--- src/rtl/team_06_echo_delay_buffer.sv ---
// team_06_echo_delay_buffer
//   Delay-line storage stage for the echo effect. Every processed sample is
//   written into a circular buffer held in external SRAM; search requests read
//   back the sample stored `offset` ticks ago. One memory port is shared by
//   write and read traffic, with writes taking priority.
// Ports
//   clk, rst            clock (rising edge), asynchronous active-low reset
//   sample_tick/save_audio   store request + 8-bit sample
//   search/offset       fetch request + distance back (0 = newest sample)
//   past_output/search_enable   fetched sample + 1-cycle valid strobe
//   mem_req/mem_we/mem_addr/mem_wdata/mem_rdata/mem_ack   SRAM handshake
//   overrun             sticky: a pending sample was lost or an access aborted
//   full                sticky: DEPTH samples have been stored
// Optional feature: define TEAM06_ECHO_DBUF_TIMEOUT_EN to abort an access that
//   sees no mem_ack within TIMEOUT cycles.
module team_06_echo_delay_buffer #(
  parameter int DEPTH   = 8192,
  parameter int ADDR_W  = 13,
  parameter int TIMEOUT = 255
) (
  input  logic              clk,
  input  logic              rst,
  input  logic              sample_tick,
  input  logic [7:0]        save_audio,
  input  logic              search,
  input  logic [12:0]       offset,
  output logic [7:0]        past_output,
  output logic              search_enable,
  output logic              mem_req,
  output logic              mem_we,
  output logic [ADDR_W-1:0] mem_addr,
  output logic [7:0]        mem_wdata,
  input  logic [7:0]        mem_rdata,
  input  logic              mem_ack,
  output logic              overrun,
  output logic              full
);

  localparam int FW    = ADDR_W + 1;
  localparam int CW    = 14;
  localparam int TMO_W = $clog2(TIMEOUT + 1);
  localparam logic [FW-1:0] FILL_MAX = FW'(DEPTH);

  typedef enum logic [1:0] {IDLE, WRITE, READ, DONE} state_e;

  state_e             state_q, state_d;
  logic [ADDR_W-1:0]  wr_ptr_q, wr_ptr_d;
  logic [FW-1:0]      fill_q, fill_d;
  logic               full_q, full_d;
  logic               wp_q, wp_d;
  logic [7:0]         wr_pend_q, wr_pend_d;
  logic               rp_q, rp_d;
  logic [12:0]        rd_pend_q, rd_pend_d;
  logic [ADDR_W-1:0]  addr_q, addr_d;
  logic [7:0]         wdata_q, wdata_d;
  logic [7:0]         past_q, past_d;
  logic               overrun_q, overrun_d;

  logic               launch_wr, launch_rd, rd_ok, tmo_hit;
  logic [ADDR_W-1:0]  rd_addr;

  // The pending slots are handed to the memory stage when an access launches,
  // so a strobe arriving during a stalled access queues behind it.
  assign launch_wr = (state_q == IDLE) && wp_q;
  assign launch_rd = (state_q == IDLE) && !wp_q && rp_q;
  assign rd_ok     = ({1'b0, rd_pend_q} < CW'(fill_q)) && ({1'b0, rd_pend_q} < CW'(DEPTH));
  // Offset truncation is harmless: the address is modulo DEPTH anyway.
  assign rd_addr   = wr_ptr_q - ADDR_W'(1) - rd_pend_q[ADDR_W-1:0];

`ifdef TEAM06_ECHO_DBUF_TIMEOUT_EN
  logic [TMO_W-1:0] tmo_q, tmo_d;

  assign tmo_hit = mem_req && !mem_ack && (tmo_q == TMO_W'(TIMEOUT - 1));

  always_comb begin
    tmo_d = '0;
    if (mem_req && !mem_ack && !tmo_hit) tmo_d = tmo_q + TMO_W'(1);
  end

  always_ff @(posedge clk or negedge rst) begin
    if (!rst) tmo_q <= '0;
    else      tmo_q <= tmo_d;
  end
`else
  logic [TMO_W-1:0] unused_tmo;
  assign unused_tmo = TMO_W'(TIMEOUT);
  assign tmo_hit    = 1'b0;
`endif

  // State register
  always_ff @(posedge clk or negedge rst) begin
    if (!rst) state_q <= IDLE;
    else      state_q <= state_d;
  end

  // Next-state logic
  always_comb begin
    state_d = state_q;
    case (state_q)
      IDLE:  if (wp_q)      state_d = WRITE;
             else if (rp_q) state_d = rd_ok ? READ : DONE;
      WRITE: if (mem_ack || tmo_hit) state_d = IDLE;
      READ:  if (mem_ack || tmo_hit) state_d = DONE;
      DONE:  state_d = IDLE;
      default: state_d = IDLE;
    endcase
  end

  // Outputs decoded from state
  always_comb begin
    mem_req       = 1'b0;
    mem_we        = 1'b0;
    search_enable = 1'b0;
    case (state_q)
      WRITE:   begin mem_req = 1'b1; mem_we = 1'b1; end
      READ:    mem_req = 1'b1;
      DONE:    search_enable = 1'b1;
      default: ;
    endcase
  end

  assign mem_addr    = addr_q;
  assign mem_wdata   = wdata_q;
  assign past_output = past_q;
  assign overrun     = overrun_q;
  assign full        = full_q;

  // Datapath
  always_comb begin
    wr_ptr_d  = wr_ptr_q;
    fill_d    = fill_q;
    wp_d      = wp_q;
    wr_pend_d = wr_pend_q;
    rp_d      = rp_q;
    rd_pend_d = rd_pend_q;
    addr_d    = addr_q;
    wdata_d   = wdata_q;
    past_d    = past_q;
    overrun_d = overrun_q;

    if (launch_wr) begin
      wp_d    = 1'b0;
      addr_d  = wr_ptr_q;
      wdata_d = wr_pend_q;
    end else if (launch_rd) begin
      rp_d = 1'b0;
      if (rd_ok) addr_d = rd_addr;
      else       past_d = '0;         // nothing stored that far back: silence
    end

    case (state_q)
      WRITE: if (mem_ack) begin
               wr_ptr_d = wr_ptr_q + ADDR_W'(1);
               if (fill_q != FILL_MAX) fill_d = fill_q + FW'(1);
             end else if (tmo_hit) begin
               overrun_d = 1'b1;
             end
      READ:  if (mem_ack) begin
               past_d = mem_rdata;
             end else if (tmo_hit) begin
               past_d    = '0;
               overrun_d = 1'b1;
             end
      default: ;
    endcase

    // New strobes win over the launch-time clears above.
    if (sample_tick) begin
      if (wp_q && !launch_wr) overrun_d = 1'b1;
      wp_d      = 1'b1;
      wr_pend_d = save_audio;
    end
    if (search) begin
      rp_d      = 1'b1;
      rd_pend_d = offset;
    end

    full_d = full_q | (fill_d == FILL_MAX);
  end

  always_ff @(posedge clk or negedge rst) begin
    if (!rst) begin
      wr_ptr_q  <= '0;
      fill_q    <= '0;
      full_q    <= 1'b0;
      wp_q      <= 1'b0;
      wr_pend_q <= '0;
      rp_q      <= 1'b0;
      rd_pend_q <= '0;
      addr_q    <= '0;
      wdata_q   <= '0;
      past_q    <= '0;
      overrun_q <= 1'b0;
    end else begin
      wr_ptr_q  <= wr_ptr_d;
      fill_q    <= fill_d;
      full_q    <= full_d;
      wp_q      <= wp_d;
      wr_pend_q <= wr_pend_d;
      rp_q      <= rp_d;
      rd_pend_q <= rd_pend_d;
      addr_q    <= addr_d;
      wdata_q   <= wdata_d;
      past_q    <= past_d;
      overrun_q <= overrun_d;
    end
  end

endmodule
--- config.mk ---
export PLATFORM = sky130hd
export DESIGN_NAME = team_06_echo_delay_buffer
export DESIGN_NICKNAME = d
export VERILOG_FILES = /design/src/rtl/team_06_echo_delay_buffer.sv
export SDC_FILE = /design/constraint.sdc
export NUM_CORES = 1
export LEC_CHECK = 0
export CAP_MARGIN = 10
export CORE_UTILIZATION = 51
export CTS_BUF_LIST = sky130_fd_sc_hd__clkbuf_8
export CTS_CLUSTER_SIZE = 10
export DETAILED_ROUTE_END_ITERATION = 16
export HOLD_SLACK_MARGIN = 0.12
export PLACE_DENSITY = 0.85
export SYNTH_ARGS = -nofsm -noshare
export SYNTH_HDL_FRONTEND = slang
export SYNTH_SLANG_ARGS = --single-unit
export TNS_END_PERCENT = 50
--- constraint.sdc ---
create_clock -name clk -period 2.3 [get_ports clk]
set_clock_uncertainty 0.05 [all_clocks]
set_input_delay 0.69 -clock clk [delete_from_list [all_inputs] [get_ports clk]]
set_output_delay 0.69 -clock clk [all_outputs]
set_load 0.05 [all_outputs]
# After elaboration in Yosys (flattened, before gate mapping)
# Index checks and enable logic that the tools add are counted.
# classes
eq_ne	9
n_shift	0
add_sub_neg	4
n_reduce_logical	17
mul	0
muxes	25
bitwise_logic	1
n_lt_le_gt_ge	1
div_mod_pow	0
# ops
operator	count
$mux W14	3
$mux W8	5
$mux W13	3
$add A14 B1 Y14 const B	1
$eq A14 B14 Y1 const B	1
$lt A13 B14 Y1	1
$ne A14 B14 Y1 const B	1
$add A13 B1 Y13 const B	1
$sub A13 B1 Y13 const B	1
$sub A13 B13 Y13	1
$mux W1	9
$mux W2	4
$pmux W2 S4	1
$reduce_and A2 Y1	4
$reduce_bool A2 Y1	4
$ne A2 B2 Y1 const B	3
$eq A2 B2 Y1 const B	2
$logic_and A1 B1 Y1	4
$ne A3 B3 Y1 const B	1
$reduce_and A3 Y1	1
$eq A2 B1 Y1 const B	1
$logic_not A1 Y1	2
$logic_not A2 Y1	1
$reduce_or A2 Y1	1
$or A1 B1 Y1	1
# word_totals
memories	0
ff_bits	83
output_inout_bits	34
rom_bits	0
mem_bits_rw	0
in_bits	34
elab_cells	69
latchBits	0

# Logic depth before layout (Yosys ltp)
# logic_depth
depth_word	7
ltp_mapped	10
depth_no_buf	10

# Worst setup path after synthesis
# OpenSTA, ideal clock, no wires.
# synth_timing
path_type	reg-to-reg
start	register state_q[1]
end	register full_q (netlist: full)
path_slack_ns	-0.068
stages_incl_launch_ff	10
arrival_ns	2.250
synth_period_minus_slack_ns	2.368
n_path_buf	1
required_time_ns	2.181
path_cell_list	dfrtp_1 > inv_1 > ha_1 > buf_6 > nand2_4 > or3_4 > nor3_2 > o21ai_1 > nor4b_1 > a41o_1
# synth_between
elab_chain_len	4
# synth_rtl
element	line_no	source
from (decl)	46	state_e state_q, state_d;
from (signal assigned)	93	else state_q <= state_d;
$eq A2 B1 Y1	151	case (state_q)
$mux W14	151	
$eq A14 B14 Y1	178	full_d = full_q | (fill_d == FILL_MAX);
$or A1 B1 Y1	178	
net full_d	49	logic full_q, full_d;
to (signal assigned)	197	full_q <= full_d;
to (decl)	49	
# The timed path passes the listed nets, and every way through them passes these cells.
# A chain may end at the register's enable or synchronous reset.

# Final worst setup path
# layout_timing
start	register wr_ptr_q[7]
end	register addr_q[12] (netlist: mem_addr[12])
# layout_between
elab_chain_len	5
# layout_rtl
element	line_no	source
from (decl)	47	logic [ADDR_W-1:0] wr_ptr_q, wr_ptr_d;
from (signal assigned)	195	wr_ptr_q <= wr_ptr_d;
$sub A13 B1 Y13	68	assign rd_addr = wr_ptr_q - ADDR_W'(1) - rd_pend_q[ADDR_W-1:0];
$sub A13 B13 Y13	68	
$mux W13	147	if (rd_ok) addr_d = rd_addr;
$mux W13	145	end else if (launch_rd) begin
$mux W13	141	if (launch_wr) begin
to (signal assigned)	202	addr_q <= addr_d;
to (decl)	54	logic [ADDR_W-1:0] addr_q, addr_d;
# Every way passes these cells. The select of a mux whose other input is x is not followed.

==> impl_metrics.yaml <==
global_route:
  grt_pass1_vias: 4266
  track_usage_pct: 27.3
  antenna_found_initial: 0
  grt_pass1_wl_um: 20500
  grtUsageMet2_pct: 46.4
  grt_max_degree: 38
  grt.met3_usage_pct: 6.26
  grt_overflow_total: 0
  globalRouteMet1Util_pct: 33.6
  busiest_layer: "met2"
pwr:
  seq_power_share_pct: 28.9
  combPwrFrac_pct: 54.2
  finalPower_mw: 7.38
  power_frac_clock_pct: 16.9
  power.net_switching_mw: 3.30
  leakage_nw: 3.14
  power.density_nw_per_um2: 1190
  switching_share_pct: 44.8
  ir_drop_v: 0.000631
  p_int_mw: 4.08
logic_synthesis:
  ys_warn_count: 0
  synth_flop_cell: "dfrtp_1"
  synth_nets: 534
  synth-seq-cells: 83
  ys_types: 63
  yosysSeqAreaShare_pct: 44.8
  syn_area_um2: 4640
  synth-edff-count: 0
  synthArstFlopShare_pct: 100
  netlist_instances: 467
  avgSynthCellArea_um2: 9.93
floorplanning:
  die-area_um2: 9480
  initial_core_util_pct: 52.9
  rows: 34
  pin_count: 68
  die_w_um: 97.4
  core_area_um2: 8760
  die_h_um: 97.4
place:
  io_buffers: 67
  place.gp.congestion: 0.906
  place_ws_ns: -0.336
  hpwl_um: 9240
cts:
  clk_latency_ns: 0.37
  cts_tree: "done"
  numCtsBuffers: 9
  clock_tree.root_cell: "clkbuf_8"
  h-tree-depth: 3
  clk_pin_slew_ns: 0.09
  cts.sinks: 83
  hold_buffers: 0
  max-clock-path-buffers: 2
timing:
  fin_crit_sh_pct: 98.6
  fin_ws_ns: 0.0318
  fmax_mhz: 441
  slew_headroom_pct: 65.0
  tightestPinTransition_ns: 0.524
  timing.hold.ws_ns: 0.179
  setup_viol: 0
  drv_slew: 0
  rsz0062_at_grt: "true"
  period_needed_ns: 2.27
  hold_viol_final: 0
cells_and_area:
  antenna_cells: 0
  syn2layout_area_growth_pct: 34.0
  layout-drive-gt1-share_pct: 21.6
  final_nets: 658
  fin_util_pct: 70.9
worst_hold_path:
  hp-class: "in2async"
route:
  ant_nets: 0
  wl_um: 12800
  wl_per_cell_um: 18.2
  via_per_inst: 5.82
  vias: 4100
  first_pass_iters: 4
  drt_iter0_drc: 227
  drc: 0
worst_setup_path:
  path_max_fanout: 6
  cp_data_required_time_ns: 2.54
  endpoint_kind: "register"
  criticalPathCategory: "reg2reg"
  crit_path_start_kind: "register"
  worst_ep_arrival_time_ns: 2.51
status:
  status: "completed"
run:
  cap_violations: 0
## cell usage after synthesis, types with 9 or more instances
| cell | instances | share of area, % |
|---|---|---|
| dfrtp_1 | 83 | 45 |
| nand2_1 | 62 | 5.0 |
| inv_1 | 37 | 3.0 |
| ha_1 | 32 | 8.6 |
| o21ai_0 | 28 | 3.0 |
| xnor2_1 | 27 | 5.1 |
| nor2_1 | 26 | 2.1 |
| a21oi_1 | 19 | 2.1 |
| a221o_1 | 11 | 2.4 |
| xor2_1 | 11 | 2.1 |
| nand3_1 | 10 | 1.1 |
| mux2_2 | 9 | 2.2 |
## sequential cells by signal (all words and copies together) (netlist names)
| signal | cells |
|---|---|
| wr_ptr_q | 13 |
| fill_q | 14 |
| state_q | 2 |
| rd_pend_q | 13 |
| rp_q | 1 |
| overrun | 1 |
| past_output | 8 |
| mem_wdata | 8 |
| wp_q | 1 |
| full | 1 |
| wr_pend_q | 8 |
| mem_addr | 13 |
## stage by stage
step | cell area (um2) | setup TNS (ns) | cells
3_3_place_gp | 5820 | -3.47 | 686
3_5_place_dp | 5820 | -4.25 | 686
4_1_cts | 6070 | 0 | 702
6_report | 6220 | 0 | 704
5_1_grt | 6220 | -0.232 | 704
2_1_floorplan | 4640 | 0 | 467
## worst max-delay path, cell delays in order, from the launching register on
cell and delay, ns:
dfrtp_1 0.42, ha_1 0.39, o21ai_0 0.18, a211oi_1 0.33
o21ai_2 0.12, and3b_1 0.18, or4_1 0.41, o211ai_1 0.10
## logic make-up after synthesis
family                     synth area share (%)
xor gates and xnor gates                   7.18
AOI/OAI and AO/OA                          16.3
DFF                                        44.8
muxes                                      2.19
buffers and inverters                      4.59
and+or+nand+nor                            15.9
adders and majority gates                  9.06
## routing by layer
metal  vias up  wire length, um  part of all wire [%]
met5         -                0                     0
met4         0              431                   3.4
met3        39              670                   5.2
met2       136             6470                    50
met1      2042             5240                    41
li1       1883                -                     -
## layout by cell type, fill, tap and decap left out, types with 3 or more instances in the layout
cell type	count
a211oi_1	4
inv_1	34
xnor2_1	27
clkdlybuf4s50_1	32
mux2_2	9
nor3_1	4
buf_12	3
xor2_1	11
buf_4	63
ha_1	28
a221o_1	11
nor2_1	26
a22o_1	8
dlygate4sd2_1	5
a21oi_1	18
o21ai_0	26
o21ai_2	3
nor4_1	4
and2_1	4
nand2b_1	4
o22ai_1	3
a21o_1	5
o21ai_1	3
inv_2	4
dfrtp_1	82
nand2_1	62
nand3_1	10
clkbuf_8	10
dlymetal6s2s_1	21
o211ai_1	4
and3_1	8
nand4_1	3
## cell type report
cell class | instances | area [um2]
fillers | 592 | 2550
well taps | 108 | 135
inverters | 38 | 143
repair buffers | 126 | 1180
clock buffers | 10 | 138
multi-input cells | 333 | 2440
flip-flops and latches | 83 | 2080
clock inverters | 6 | 96.3
## power by group through the flow
stage,Sequential [mW],Clock [mW],Combinational [mW]
2_1_floorplan,2.90,0,1.67
6_report,2.13,1.25,4.00
5_1_grt,2.18,1.32,4.26
4_1_cts,2.12,1.26,3.88
3_5_place_dp,2.14,0,3.83
3_3_place_gp,2.11,0,3.75
## repair_timing
action / in CTS / in global routing
gates resized for setup: 11 / 42
setup endpoints to repair: 9 / 44
pin swaps: 1 / 5
gates cloned: 0 / 1
buffers inserted: 0 / 1
## final timing paths
| kind | startpoint | end | slack [ns] | depth (start not counted) |
|---|---|---|---|---|
| max reg2reg | wr_ptr_q[7] | mem_addr[12] | 0.03 | 7 |
| max | wr_ptr_q[7] | mem_addr[12] | 0.03 | 7 |
| min reg2reg | wr_pend_q[6] | mem_wdata[6] | 0.42 | 2 |
| max in group asynchronous | rst | fill_q[3] | 1.38 | 2 |
| min in group clk | wr_pend_q[6] | mem_wdata[6] | 0.42 | 2 |
| min | rst | wr_pend_q[2] | 0.18 | 1 |
(Power assumes the default switching activity.)
